$ cat src/rtl/bcd_to_binary_serial.sv
// Serial packed-BCD to unsigned binary converter (reverse double-dabble, one bit per clock).
// Optional `define BCD_SIGN_EN adds sign_in and a two's-complement bin_out one bit wider.
module bcd_to_binary_serial #(
    parameter int DIGITS = 2,
    parameter int BIN_W  = 7
) (
    input  logic                  clk,
    input  logic                  rst_n,
    input  logic                  start,
    input  logic [4*DIGITS-1:0]   bcd_in,
`ifdef BCD_SIGN_EN
    input  logic                  sign_in,
    output logic [BIN_W:0]        bin_out,
`else
    output logic [BIN_W-1:0]      bin_out,
`endif
    output logic                  busy,
    output logic                  done,
    output logic                  err
);

    localparam int BCD_W = 4 * DIGITS;
    localparam int CNT_W = $clog2(BIN_W + 1);
    localparam logic [CNT_W-1:0] LAST_CNT = CNT_W'(BIN_W - 1);

    localparam logic [0:0] S_IDLE  = 1'b0;
    localparam logic [0:0] S_SHIFT = 1'b1;

    logic [0:0]         state;
    logic [BCD_W-1:0]   bcd_r;
    logic [BIN_W-1:0]   bin_r;
    logic [CNT_W-1:0]   cnt;
    logic [BCD_W+BIN_W-1:0] shifted;
    logic [BCD_W-1:0]   bcd_next;
    logic [BIN_W-1:0]   bin_next;
`ifdef BCD_SIGN_EN
    logic               sign_r;
    logic signed [BIN_W:0] mag_s;
    logic signed [BIN_W:0] res_s;
`endif

    function automatic logic any_digit_invalid(input logic [BCD_W-1:0] v);
        logic bad;
        bad = 1'b0;
        for (int i = 0; i < DIGITS; i++) begin
            if (v[4*i +: 4] > 4'd9) bad = 1'b1;
        end
        return bad;
    endfunction

    // Undo the binary-to-BCD "+3 when >= 5" step after each right shift.
    function automatic logic [BCD_W-1:0] correct_digits(input logic [BCD_W-1:0] v);
        logic [BCD_W-1:0] r;
        logic [3:0]       d;
        r = v;
        for (int i = 0; i < DIGITS; i++) begin
            d = v[4*i +: 4];
            if (d >= 4'd8) r[4*i +: 4] = d - 4'd3;
        end
        return r;
    endfunction

    assign shifted  = {1'b0, bcd_r, bin_r[BIN_W-1:1]};
    assign bcd_next = correct_digits(shifted[BCD_W+BIN_W-1:BIN_W]);
    assign bin_next = {bcd_r[0], bin_r[BIN_W-1:1]};

`ifdef BCD_SIGN_EN
    assign mag_s = signed'({1'b0, bin_next});
    assign res_s = sign_r ? -mag_s : mag_s;
`endif

    always_ff @(posedge clk or negedge rst_n) begin
        if (!rst_n) begin
            state   <= S_IDLE;
            bcd_r   <= '0;
            bin_r   <= '0;
            cnt     <= '0;
            bin_out <= '0;
            busy    <= 1'b0;
            done    <= 1'b0;
            err     <= 1'b0;
`ifdef BCD_SIGN_EN
            sign_r  <= 1'b0;
`endif
        end else begin
            done <= 1'b0;
            case (state)
                S_IDLE: begin
                    if (start) begin
                        if (any_digit_invalid(bcd_in)) begin
                            bin_out <= '0;
                            err     <= 1'b1;
                            done    <= 1'b1;
                        end else begin
                            bcd_r  <= bcd_in;
                            bin_r  <= '0;
                            cnt    <= '0;
                            err    <= 1'b0;
                            busy   <= 1'b1;
                            state  <= S_SHIFT;
`ifdef BCD_SIGN_EN
                            sign_r <= sign_in;
`endif
                        end
                    end
                end
                S_SHIFT: begin
                    bcd_r <= bcd_next;
                    bin_r <= bin_next;
                    cnt   <= cnt + CNT_W'(1);
                    if (cnt == LAST_CNT) begin
`ifdef BCD_SIGN_EN
                        bin_out <= res_s;
`else
                        bin_out <= bin_next;
`endif
                        done  <= 1'b1;
                        busy  <= 1'b0;
                        state <= S_IDLE;
                    end
                end
                default: state <= S_IDLE;
            endcase
        end
    end

endmodule
$ cat config.mk
export PLATFORM = sky130hd
export DESIGN_NAME = bcd_to_binary_serial
export DESIGN_NICKNAME = d
export VERILOG_FILES = /design/src/rtl/bcd_to_binary_serial.sv
export SDC_FILE = /design/constraint.sdc
export NUM_CORES = 1
export LEC_CHECK = 0
export CELL_PAD_IN_SITES_DETAIL_PLACEMENT = 1
export CELL_PAD_IN_SITES_GLOBAL_PLACEMENT = 2
export CORE_AREA = 2 2 78 80
export CTS_BUF_LIST = sky130_fd_sc_hd__clkbuf_8
export CTS_CLUSTER_DIAMETER = 60
export DETAILED_ROUTE_END_ITERATION = 10
export DIE_AREA = 0 0 80 82
export PLACE_DENSITY_LB_ADDON = 0.1
export SYNTH_ARGS = -nofsm -noshare
export SYNTH_HDL_FRONTEND = slang
export SYNTH_SLANG_ARGS = --single-unit
$ cat constraint.sdc
create_clock -name clk -period 1.55 [get_ports clk]
set_input_delay 0.31 -clock clk [delete_from_list [all_inputs] [get_ports clk]]
set_output_delay 0.31 -clock clk [all_outputs]
set_load 0.03 [all_outputs]
### Word level (Yosys, flattened, before mapping)

Cells that the tools add are included.

| operators by class | value |
|---|---|
| add/sub/neg operators | 3 |
| magnitude comparators | 4 |
| equal/unequal tests | 5 |
| multiplexer cells | 31 |
| bitwise operators | 1 |
| reductions and logical operators | 4 |

Operators by type and width:

| kind | number |
|---|---|
| $mux 7 | 5 |
| $pmux 7 s2 | 2 |
| $mux 8 | 2 |
| $pmux 8 s2 | 1 |
| $mux 1 | 13 |
| $gt 4x4->1 const B | 2 |
| $mux 4 | 2 |
| $mux 3 | 2 |
| $ne 2x2->1 const B | 3 |
| $pmux 1 s2 | 3 |
| $pmux 3 s2 | 1 |
| $reduce_and 3->1 | 2 |
| $ge 3x4->1 const B | 1 |
| $ge 4x4->1 const B | 1 |
| $reduce_and 2->1 | 2 |
| $sub 3x2->4 const B | 1 |
| $sub 4x2->4 const B | 1 |
| $add 3x1->3 const B | 1 |
| $eq 3x3->1 const B | 1 |
| $ne 2x1->1 const B | 1 |
| $not 1->1 | 1 |

| word-level totals | value |
|---|---|
| register bits | 29 |
| input bits | 11 |
| output and inout bits | 10 |
| word-level logic and storage cells | 56 |

### Depth between registers and ports, before layout

Gate-level depths: netlist of the first run.

| logic depth | value |
|---|---|
| depth in word-level cells | 8 |
| depth in mapped cells | 6 |
| mapped depth without buffers | 5 |

### Least setup slack after synthesis of the first run

Ideal clock, no wire load.

| path | value |
|---|---|
| kind | register to register |
| start point | register cnt[0] |
| end point | register done |
| library setup time | 0.127 ns |
| arrival | 1.172 ns |
| data required time | 1.423 ns |
| setup slack | 0.251 ns |
| stages on the path, launching flop included | 6 |
| buffers on the path | 1 |
| period minus slack after synthesis | 1.299 ns |
| path through | dfrtp_1 -> inv_1 -> ha_1 -> and3_1 -> clkbuf_1 -> or2_2 |

| between the ends | value |
|---|---|
| longest elaborated chain between the ends | 3 |

RTL lines:

| what | line | source |
|---|---|---|
| from (decl) | 32 | `logic [CNT_W-1:0] cnt;` |
| from (signal assigned) | 110 | `cnt <= cnt + CNT_W'(1);` |
| $eq 3x3->1 | 111 | `if (cnt == LAST_CNT) begin` |
| $mux 1 | 111 |  |
| $pmux 1 s2 | 87 | `case (state)` |
| to (signal assigned) | 86 | `done <= 1'b0;` |
| to (signal assigned) | 93 | `done <= 1'b1;` |
| to (signal assigned) | 117 | `done <= 1'b1;` |
| to (decl) | 18 | `output logic done,` |

Every way passes these cells.
A chain may end at the register's enable or synchronous reset.

### Final worst setup path of the first run

| path | value |
|---|---|
| start point | input bcd_in[2] |
| end point | register bcd_r[6] |

| between the ends | value |
|---|---|
| longest elaborated chain between the ends | 7 |

RTL lines:

| what | line | source |
|---|---|---|
| from (decl) | 10 | `input logic [4*DIGITS-1:0] bcd_in,` |
| $gt 4x4->1 | 46 | `if (v[4*i +: 4] > 4'd9) bad = 1'b1;` |
| $mux 1 (2 in a row) | 46 |  |
| $mux 1 | 89 | `if (start) begin` |
| $mux 1 | 87 |  |
| $ne 2x2->1 (no source line) | -- |  |
| $reduce_and 2->1 (no source line) | -- |  |
| to (signal assigned) | 95 | `bcd_r <= bcd_in;` |
| to (signal assigned) | 108 | `bcd_r <= bcd_next;` |
| to (decl) | 30 | `logic [BCD_W-1:0] bcd_r;` |

Every way passes these cells. The select of a mux whose other input is x is not followed.

==> results of run 1 <==
[through the flow]
| step | setup WS (ns) | setup TNS, ns | hold WS [ns] | power [mW] |
|---|---|---|---|---|
| after CTS | 0.0238 | 0 | 0.433 | 3.15 |
| final | 0.0725 | 0 | 0.416 | 3.10 |
| after detailed placement | -0.284 | -5.64 | 0.469 | 2.74 |
| after global routing | -0.00688 | -0.0136 | 0.442 | 3.38 |
| after floorplan | 0.251 | 0 | 0.0144 | 2.21 |
| after global placement | -0.258 | -5.31 | 0.465 | 2.71 |
[cells by family (layout without fill, tap and decap cells)]
family,Yosys count,count (layout),share of synthesized area [%]
DFF,28,28,55.1
and+or+nand+nor,28,28,9.55
AOI/OAI and AO/OA,26,26,16.8
buffers and inverters,11,43,4.63
muxes,9,9,7.87
adders and majority gates,4,4,3.94
xor gates and xnor gates,3,3,2.07
[where the power goes]
group	internal, mW	leakage [nW]	switching [mW]
Combinational	0.654	0.408	0.667
Clock	0.228	0.0288	0.249
Sequential	1.05	0.353	0.254
[placed cells by master (no fill, tap or decap), types with 4 or more instances in the layout]
cell type and count:
inv_1 6, dlygate4sd2_1 10, mux2_2 7, nand2_1 16, ha_1 4, buf_4 13, o21ai_0 7, nor2_1 5
dfrtp_1 27, clkbuf_8 4, clkdlybuf4s50_1 10, a22o_1 8
[layout make-up]
type / instances / share of cell area, %
multi-input combinational: 70 / 30.9
clock buffer: 4 / 3.28
timing repair buffer: 33 / 17.0
inverter: 6 / 1.34
sequential: 28 / 41.9
tap: 75 / 5.60
[state kept, by name (all words and copies together) (netlist names)]
name and count:
cnt 3, done 1, bcd_r 8, bin_r 6, bin_out 7, err 1, state 1, busy 1
[repair_timing]
item | in CTS | in global routing
endpoints found under the setup margin | 10 | 14
hold buffers | 0 | 0
gates resized for setup | 10 | 3
pin swaps | 0 | 1
[path summary, 6_finish.rpt]
kind,from,end,slack (ns),depth (start not counted)
max,bcd_in[2],bcd_r[6]$_DFFE_PN0P_,0.07,4
min,rst_n,bin_out[0]$_DFFE_PN0P_,0.42,2
max reg2reg,state$_DFF_PN0_,bin_out[4]$_DFFE_PN0P_,0.13,3
min reg2reg,busy$_DFFE_PN0P_,busy$_DFFE_PN0P_,0.49,1
max in group asynchronous,rst_n,state$_DFF_PN0_,0.84,2
min in group clk,busy$_DFFE_PN0P_,busy$_DFFE_PN0P_,0.49,1
[per-layer routing]
layer | track usage [%] | vias up | part of all wire [%]
li1 | - | 441 | -
met1 | 12.5 | 464 | 46
met2 | 17.7 | 15 | 50
met3 | 1.76 | 4 | 2.8
met4 | 3.56 | 0 | 1.2
met5 | 0 | - | 0
==> run metrics, run 1 <==
synth top area cells=dfrtp_1, mux2_2, a22o_1; Die ar.=6560 µm²; share of layout cells above drive strength 1=22.7%; overall global routing resource usage=10.1%; drt initial violations=17; initial antenna violation count=0; CP max stage delay=0.50 ns; syn avg cell area=11.7 µm²; port bufs=20; fin crit period=1.48 ns; Crit path buffers/inverters=1; global route overflow=0; synth unique cells=28; Critical Path AT=1.65 ns; final hold viol count=0; H-tree levels=1; asr flop ratio synth=100%; period utilisation layout=95.3%; Multi-input gate area=518 µm²; Power Dens Cells=1850 nW/µm²; Crit-path slowest cell=clkdlybuf4s50_1; #FFs+latches synth=28; startpoint types=primary input; Post-synth EDFFs=0; max cap viols=0; share of the yosys chip area belonging to registers=55.1%; post-route design area=1680 µm²; fin. max-slew vios=0; Final ANT Viol Nets=0; Initial Util=22.1%; syn nets=124; Layout area overhead=31.9%; Sink Count=28; via/cell ratio=4.28; global-route wire length before repair=5.09 mm; Post-CTS Setup Bufs=0; Top Ports=21; Commonest cells post-synth=dfrtp_1, nand2_1, a22o_1; Cells after DPL=212; WL/cell=13.3 µm; Post-Route WL=2.88 mm; pin count of the biggest net entering global routing=29; crit path capture type=flip-flop; post-route insts no fill=216; area leader, netlist=dfrtp_1; # DRC=0; total number of vias=924; crit-path cells=clkdlybuf4s50_1, o21ai_2, a31oi_4, mux2_2; Die Height=82 µm; routability cong.=0.736; CTS root buffer=clkbuf_8; YS warnings=0; Worst Tran Pin Value=0.374 ns; RSZ-0062 raised after global routing=yes; post-layout util=29.2%; area of the core=5750 µm²; Top FF cell, synth=dfrtp_1; nets=157; most frequent cell after synthesis=dfrtp_1; HPWL after DPL=2.12 mm; Antenna diodes=0; vias in the first global route=1041; data required time of the critical path=1.73 ns; total iterations of the first detailed-routing run=4; Leak=0.790 nW; Gate Count Post-Synth=109; worst vdd ir=536 µV; critical path peak fanout=11; fill count=670; Post-DP Area=1630 µm²; clk buf depth=2; Hold Crit Class=in2async; Synth Cell Area=1270 µm²; die width=80 µm; clock latency on the worst-skew pair=0.28 ns; Num CTS Buffers=3; Highest Clock Rate=0.677 GHz; area share of the largest cell type after synthesis=55.1%; Setup-failing EPs final=0; WS Path Type=in2reg; clock skew=0.00288 ns; Sequential Area=702 µm²; CP delay by family, top=buffers and inverters; TritonCTS clock tree=built; Slew HR=74.9%; row cnt=28; Reg clk slew, reported paths=0.10 ns; status=finished clean
No activity file was read; power rests on OpenSTA's default activity.
==> inputs of run 2 (changes only) <==
Settings changed: CORE_AREA 2 2 78 80 to 2 2 66 93, CTS_CLUSTER_DIAMETER 60 to 120, DIE_AREA 0 0 80 82 to 0 0 68 95, SKIP_LAST_GASP set to 1.
==> run metrics, run 2 (synthesis results as in run 1) <==
initial antenna violation count=0; hold_buf cts=0; row cnt=33; metal2 WL=1.64 mm; routability cong.=0.702; Slew HR=74.2%; M1 WL=1.22 mm; # DRC=0; RSZ-0062 raised after global routing=no; Final ANT Viol Nets=0; cell-internal power=1.92 mW; max reg flops=8; vias in the first global route=958; Seq pwr share=42.1%; Die ar.=6460 µm²; Setup-failing EPs final=0; total number of vias=920; clk buf depth=2; startpoint types=primary input; Sw Ratio=37.6%; most common cell after layout, fill and taps aside=dfrtp_1; final hold viol count=0; nets=158; die width=68 µm; Clk pwr share=14.8%; period utilisation layout=97.4%; Sequential Area=702 µm²; Power Dens Cells=1820 nW/µm²; clock skew=0.00547 ns; area of the core=5700 µm²; WL/cell=14.0 µm; share of layout cells above drive strength 1=21.8%; data required time of the critical path=1.71 ns; clock latency on the worst-skew pair=0.27 ns; Top Ports=21; total iterations of the first detailed-routing run=4; HPWL after DPL=2.20 mm; Top Registers=bcd_r (8), bin_out (7), bin_r (6); Place WS=-0.300 ns; global route overflow=0; global-route wire length before repair=4.89 mm; r2r endpoint=bcd_r[1]$_DFFE_PN0P_; TritonCTS clock tree=built; Reg clk slew, reported paths=0.10 ns; post-layout util=29.7%; critical path peak fanout=10; Tot Pwr=3.08 mW; overall global routing resource usage=10.3%; max cap viols=0; Post-CTS Setup Bufs=0; CTS root buffer=clkbuf_8; met3 wire len=79 µm; commonest cells after routing, fill and taps aside=dfrtp_1, nand2_1, buf_4; Combinational Power Share=43.1%; worst vdd ir=437 µV; P_sw=1.16 mW; Multi-input gate area=519 µm²; Highest Signal Layer=met4; Num CTS Buffers=3; Antenna diodes=0; FF-to-FF path depth=5; status=finished clean; R2R Setup Slk=0.14 ns; Post-Route WL=2.98 mm; fill count=641; Die Height=95 µm; worst setup margin=0.0406 ns; WS Path Type=in2reg; Critical Path AT=1.67 ns; port bufs=20; H-tree levels=1; via/cell ratio=4.34; Sink Count=28; Leak=0.802 nW; Hold Crit Class=in2async; Initial Util=22.3%; pin count of the biggest net entering global routing=29; Worst R2R Start=bcd_r[1]$_DFFE_PN0P_; Biggest register=bcd_r; Hold WS=0.417 ns; fin crit period=1.51 ns; drt initial violations=22; fin. max-slew vios=0; Layout area overhead=33.1%; Worst Tran Pin Value=0.387 ns; crit path capture type=flip-flop; Highest Clock Rate=0.663 GHz
-- run 2: power by group through the flow --
stage	sequential, mW	clock, mW	combinational, mW
floorplan	1.44	0	0.768
global placement	1.31	0	1.42
detailed placement	1.33	0	1.43
CTS	1.31	0.485	1.37
global route	1.35	0.518	1.48
finish	1.30	0.458	1.33
-- run 2: final cells by class --
class	count	share of cell area (%)
clock buffer	4	3.25
inverter	6	1.33
multi-input combinational	70	30.7
sequential	28	41.5
tap	70	5.18
timing repair buffer	34	18.0
-- run 2: how the worst max path moves through the flow --
stage | to | cells after the start | slack, ns | startpoint
finish | bcd_r[1]$_DFFE_PN0P_ | 4 | 0.04 | bcd_in[3]
CTS | bcd_r[3]$_DFFE_PN0P_ | 3 | 0.008 | state$_DFF_PN0_
detailed placement | bcd_r[1]$_DFFE_PN0P_ | 4 | -0.30 | bcd_in[5]
global placement | bcd_r[1]$_DFFE_PN0P_ | 4 | -0.27 | bcd_in[6]
global route | bcd_r[1]$_DFFE_PN0P_ | 4 | 0.001 | bcd_in[5]
floorplan | done$_DFF_PN0_ | 5 | 0.25 | cnt[0]$_DFFE_PN0P_
-- run 2: per-layer routing --
layer | vias up | track usage, %
met1 | 464 | 11.7
met5 | - | 0
met4 | 0 | 3.50
met2 | 13 | 18.9
met3 | 2 | 1.43
li1 | 441 | -
-- run 2: stage by stage --
step / instances / setup TNS [ns] / area, µm²
floorplan: 109 / 0 / 1270
CTS: 212 / 0 / 1680
finish: 212 / 0 / 1690
global route: 212 / 0 / 1690
detailed placement: 208 / -5.45 / 1640
global placement: 208 / -5.11 / 1640
-- run 2: repair_timing --
item                       in CTS  in global routing
gates resized for setup        10                  2
gates cloned                    0                  0
setup endpoints to repair      10                 12
pin swaps                       0                  1
-- run 2: critical path: stages --
cell and delay [ns]:
clkdlybuf4s50_1 0.50, o21ai_2 0.11, a31oi_4 0.37, mux2_1 0.38
